## src/rtl/usb_bit_stuffer.sv

```systemverilog
// Purpose: USB bit stuffer between the CRC stage and NRZI encoder; inserts a 0 after RUN_LEN consecutive 1s.
// Latency: one cycle from accepted in_bit to out_bit/out_valid; each stuffed 0 adds one cycle.
// Backpressure: bs_ready drops for exactly one cycle per stuffed bit, and depends only on state.
module usb_bit_stuffer #(
  parameter int RUN_LEN = 6,  // legal range 2..15; ones_cnt is 4 bits wide
  parameter int CNT_W   = 8
) (
  input  logic             clock,
  input  logic             reset_n,
  input  logic             in_bit,
  input  logic             in_valid,
  output logic             bs_ready,
  output logic             out_bit,
  output logic             out_valid,
  output logic [CNT_W-1:0] stuff_cnt
);

  localparam logic [1:0] ST_IDLE  = 2'd0;
  localparam logic [1:0] ST_PASS  = 2'd1;
  localparam logic [1:0] ST_STUFF = 2'd2;

  localparam logic [3:0]       RUN_LEN4 = 4'(RUN_LEN);
  localparam logic [CNT_W-1:0] CNT_ONE  = {{(CNT_W-1){1'b0}}, 1'b1};

  logic [1:0] state;
  logic [3:0] ones_cnt;
  logic [3:0] ones_inc;
  logic [3:0] ones_first;

  // Upstream is only stalled in the cycle the stuffed 0 is being emitted.
  assign bs_ready = (state != ST_STUFF);

  // Run length after accepting in_bit: mid-packet, and at the first bit of a packet.
  always_comb begin
    ones_inc   = in_bit ? (ones_cnt + 4'd1) : 4'd0;
    ones_first = {3'b000, in_bit};
  end

  // Stuffing state machine, output register and stuffed-bit counter.
  always_ff @(posedge clock or negedge reset_n) begin
    if (!reset_n) begin
      state     <= ST_IDLE;
      ones_cnt  <= 4'd0;
      out_bit   <= 1'b0;
      out_valid <= 1'b0;
      stuff_cnt <= '0;
    end else begin
      case (state)
        ST_IDLE: begin
          if (in_valid) begin
            // First bit of a new packet: the previous packet's count is dropped here.
            stuff_cnt <= '0;
            ones_cnt  <= ones_first;
            out_bit   <= in_bit;
            out_valid <= 1'b1;
            state     <= (ones_first == RUN_LEN4) ? ST_STUFF : ST_PASS;
          end else begin
            out_valid <= 1'b0;
          end
        end
        ST_PASS: begin
          if (in_valid) begin
            ones_cnt  <= ones_inc;
            out_bit   <= in_bit;
            out_valid <= 1'b1;
            state     <= (ones_inc == RUN_LEN4) ? ST_STUFF : ST_PASS;
          end else begin
            out_valid <= 1'b0;
            ones_cnt  <= 4'd0;
            state     <= ST_IDLE;
          end
        end
        ST_STUFF: begin
          // The stuffed 0 goes out even if the packet ended on the run of 1s.
          out_bit   <= 1'b0;
          out_valid <= 1'b1;
          ones_cnt  <= 4'd0;
          if (stuff_cnt != '1) begin
            stuff_cnt <= stuff_cnt + CNT_ONE;
          end
          state <= in_valid ? ST_PASS : ST_IDLE;
        end
        default: begin
          out_valid <= 1'b0;
          ones_cnt  <= 4'd0;
          state     <= ST_IDLE;
        end
      endcase
    end
  end

endmodule

```

## config.mk

```make
export PLATFORM = sky130hd
export DESIGN_NAME = usb_bit_stuffer
export DESIGN_NICKNAME = d
export VERILOG_FILES = /design/src/rtl/usb_bit_stuffer.sv
export SDC_FILE = /design/constraint.sdc
export NUM_CORES = 1
export LEC_CHECK = 0
export CAP_MARGIN = 20
export CORE_MARGIN = 2
export CORE_UTILIZATION = 34
export CTS_BUF_LIST = sky130_fd_sc_hd__clkbuf_4
export DETAILED_ROUTE_END_ITERATION = 8
export SYNTH_ARGS = -nofsm -noshare
export SYNTH_HDL_FRONTEND = slang
export SYNTH_SLANG_ARGS = --single-unit
```

## constraint.sdc

```tcl
create_clock -name clock -period 2.75 [get_ports clock]
set_input_delay 0.6875 -clock clock [delete_from_list [all_inputs] [get_ports clock]]
set_output_delay 0.6875 -clock clock [all_outputs]
set_load 0.01 [all_outputs]
```

Word-level counts from Yosys, hierarchy flattened
Cells that the tools add are included.
- add/sub/neg operators: 2
- equal/unequal tests: 8
- muxes and demuxes: 16
- reduce and logical (&&, ||, !) cells: 6
- operators with widths (kind ; number):
    $mux 8 ; 2
    $pmux 8 s2 ; 1
    $mux 4 ; 3
    $add 8x1->8 const B ; 1
    $ne 8x8->1 const B ; 1
    $pmux 4 s2 ; 1
    $mux 2 ; 3
    $ne 2x2->1 const B ; 3
    $pmux 2 s3 ; 1
    $add 4x1->4 const B ; 1
    $eq 4x3->1 const B ; 1
    $pmux 1 s2 ; 2
    $reduce_bool 2->1 ; 2
    $mux 1 ; 3
    $reduce_and 3->1 ; 1
    $eq 2x1->1 const B ; 1
    $eq 2x2->1 const B ; 1
    $logic_not 2->1 ; 1
    $ne 2x1->1 const B ; 1
    $reduce_and 2->1 ; 1
    $reduce_or 2->1 ; 1
- flip-flop bits (word level): 16
- word-level logic and storage cells: 37

Depth between registers and ports, before layout
Gate-level depths: netlist of the first run.
- depth after elaboration: 6
- depth in mapped cells: 5
- depth with buffers taken out: 5

Least setup slack after synthesis of the first run
No wires, ideal clock.
- path type: input-to-reg
- start: in in_valid
- end: reg stuff_cnt[7]
- setup time: 0.065 ns
- data arrival time: 1.497 ns
- data required time: 2.685 ns
- setup slack: 1.189 ns
- cell stages on the path: 5
- buffers on the path: 1
- cell sequence: buf_2 > o21bai_1 > nor3_1 > a31oi_1 > o21a_1
- cells in the longest elaborated chain, start to end: 2
- RTL lines (what ; RTL line ; text):
    from (decl) ; 11 ; input logic in_valid,
    $ne 2x2->1 (no line) ; - ;
    $reduce_and 3->1 (no line) ; - ;
    to (signal assigned) ; 79 ; stuff_cnt <= stuff_cnt + CNT_ONE;
    to (decl) ; 15 ; output logic [CNT_W-1:0] stuff_cnt
Every way passes these cells.
A chain may end at the register's enable or synchronous reset.

Worst setup path after layout of the first run
- start: reg state[1]
- end: out bs_ready
- cells in the longest elaborated chain, start to end: 1
- RTL lines (what ; RTL line ; text):
    from (decl) ; 25 ; logic [1:0] state;
    from (signal assigned) ; 56 ; state <= (ones_first == RUN_LEN4) ? ST_STUFF : ST_PASS;
    from (signal assigned) ; 66 ; state <= (ones_inc == RUN_LEN4) ? ST_STUFF : ST_PASS;
    from (signal assigned) ; 81 ; state <= in_valid ? ST_PASS : ST_IDLE;
    $ne 2x2->1 ; 31 ; assign bs_ready = (state != ST_STUFF);
    to (decl) ; 12 ; output logic bs_ready,
Every way passes these cells.

==> results of run 1 <==
## kinds of logic (layout without fill, tap and decap cells)
kind of cell               count (synthesis)  after routing  synth area share
and+or+nand+nor                           50             50            0.3197
AOI/OAI and AO/OA                         18             18            0.1343
DFF                                       16             16            0.4671
buffers and inverters                      6             21           0.02919
adders and majority gates                  2              2           0.02919
xor gates and xnor gates                   2              2           0.02044
## metrics by stage
stage	power, mW	setup WS (ps)	instance area [µm²]
2_1_floorplan	0.2684	1189	857.1
3_3_place_gp	0.2848	531.2	1021
3_5_place_dp	0.2856	525.8	1021
4_1_cts	0.4132	194.5	1047
5_1_grt	0.4308	95.08	1047
6_report	0.4066	207.1	1047
## final timing paths
path	from	to
worst max-delay path	state[1]$_DFFE_PN0P_	bs_ready
worst min-delay path	stuff_cnt[7]$_DFFE_PN0P_	stuff_cnt[7]$_DFFE_PN0P_
worst max register to register	state[1]$_DFFE_PN0P_	stuff_cnt[3]$_DFFE_PN0P_
worst min register to register	stuff_cnt[7]$_DFFE_PN0P_	stuff_cnt[7]$_DFFE_PN0P_
max in group asynchronous	reset_n	state[0]$_DFFE_PN0P_
min in group asynchronous	reset_n	stuff_cnt[5]$_DFFE_PN0P_
## power by group through the flow
stage          registers (mW)  logic (mW)  clock network, mW
6_report                0.248      0.0328              0.126
5_1_grt                 0.249      0.0364              0.146
4_1_cts                 0.248      0.0333              0.132
3_5_place_dp            0.252      0.0334                  0
3_3_place_gp            0.252      0.0327                  0
2_1_floorplan           0.251      0.0176                  0
## synth_stat cells (2+ instances only)
cell type  number  area share
a21oi_1         3       0.018
a31oi_1         4       0.029
and2_1          2       0.015
buf_2           2       0.012
dfrtp_1        16        0.47
ha_1            2       0.029
inv_1           3       0.013
nand2_1        10       0.044
nand3_1        10       0.058
nand4_1         2       0.015
nor2_1         11       0.048
nor3_1          3       0.018
o21ai_0         5       0.029
or3_4           2       0.026
xnor2_1         2       0.020
## layout make-up
class                      instances  area [µm²]  area share
clock buffer                       3       22.52     0.02151
clock inverter                     1       3.754    0.003584
inverter                           3       11.26     0.01075
multi-input combinational         72       431.7      0.4122
sequential                        16       400.4      0.3823
tap                               30       37.54     0.03584
timing repair buffer              14       140.1      0.1338
## metal layers
metal | vias up | wire length (µm) | track usage
li1 | 369 | - | -
met1 | 345 | 831 | 0.1661
met2 | 11 | 869 | 0.2309
met3 | 0 | 58 | 0.02500
met4 | 0 | 0 | 0.06250
met5 | - | 0 | 0
## sequential cells by signal, indices dropped and copies added (netlist names)
register,cells
stuff_cnt,8
ones_cnt,4
state,2
out_bit,1
out_valid,1
## worst max-delay path, cell delays in order, from the launching register on
cell and delay [ps]:
dfrtp_1 540, and2b_2 330, inv_1 150, clkdlybuf4s50_1 550
==> metrics.csv, run 1 <==
metric,value,unit
initial_utilization,0.3524,
whs_path_depth,1,
cp_data_arrival_time,1860,ps
antenna_found_initial,0,
clkSinkCount,16,
drtAntennaViolNets,0,
syn_avg_cell_area,9.118,µm²
endpoint_kind,output port,
fp-row-count,18,
pwr-share-comb,0.081,
ioPinCount,15,
path_class,flip-flop to output port,
p_leak,0.4453,nW
die_w,54.21,µm
cts_buffer_depth,2,
grt_pass1_vias,690,
slew_headroom,0.5227,
grt_max_degree,17,
grt_setup_unrepaired,false,
routed_wl,1760,µm
seqPwrFrac,0.610,
report.final.slew_viol_count,0,
final_cell_mix,"dfrtp_1, clkdlybuf4s50_1, nor2_1, nand2_1, nand3_1",
finalSetupViolCount,0,
clk_pin_slew_worst_paths,90,ps
cts_root_buf,clkbuf_4,
synth_cell_types,32,
setup_tns,0,ps
critPathMaxFanout,14,
fmax,393.3,MHz
p_clk_frac,0.310,
clk_latency,280,ps
tightest_slew,713.7,ps
postCtsSetupBuffers,0,
async_flop_share,1.000,
final_hold_viol_count,0,
track_usage,0.1364,
place_inst,135,
area_delta_synth_final,22.19,%
cts_tree,yes,
dp_hpwl,1349,µm
cts_buffers,3,
status,finished clean,
drc,0,
cp.required,2060,ps
hp-class,flip-flop to flip-flop,
core_region_area,2432,µm²
netlist_area,857.1,µm²
fin_util,0.4306,
cap_violations,0,
dr.pass1.iters,4,
die_height,54.21,µm
power_density,388.3,nW/µm²
ys_ff_latch,16,
synth_edf_count,0,
p_sw_frac,0.2421,
hold_buffers,0,
io_buffers,14,
period_minus_slack,2543,ps
yosysSeqAreaShare,0.4672,
drt_iter0_drc,5,
rr_worst_depth,4,
p_sw,0.09842,mW
layout-drive-gt1-share,0.09174,
fillers,257,
ff2ff_setup_slack,1100,ps
stdcell_count,139,
routedWlPerCell,12.66,µm
fin_crit_sh,0.9247,
start_kind,flip-flop,
final_net_count,116,
clock_skew,5.620,ps
htreeDepth,1,
route.vias.total,725,
ir_drop,0.2405,mV
syn_nets,100,
place.gp.congestion,0.8778,
vias_per_cell,5.216,
dieArea,2938,µm²
synth_top_flop_cell,dfrtp_1,
grt-ovfl-total,0,
final_common_cell,dfrtp_1,
antenna_cells,0,
internal_power,0.3082,mW
holdWs,560.8,ps
synth-warning-count,0,
netlist_instances,94,
grt_pass1_wl,2891,µm
cts_resized,0,
(Power assumes the default switching activity.)
==> run 2: changes to the inputs <==
- SKIP_CTS_REPAIR_TIMING: default -> 1
==> results of run 2 <==
No change in the layout: final DEF, timing and power equal those of run 1.
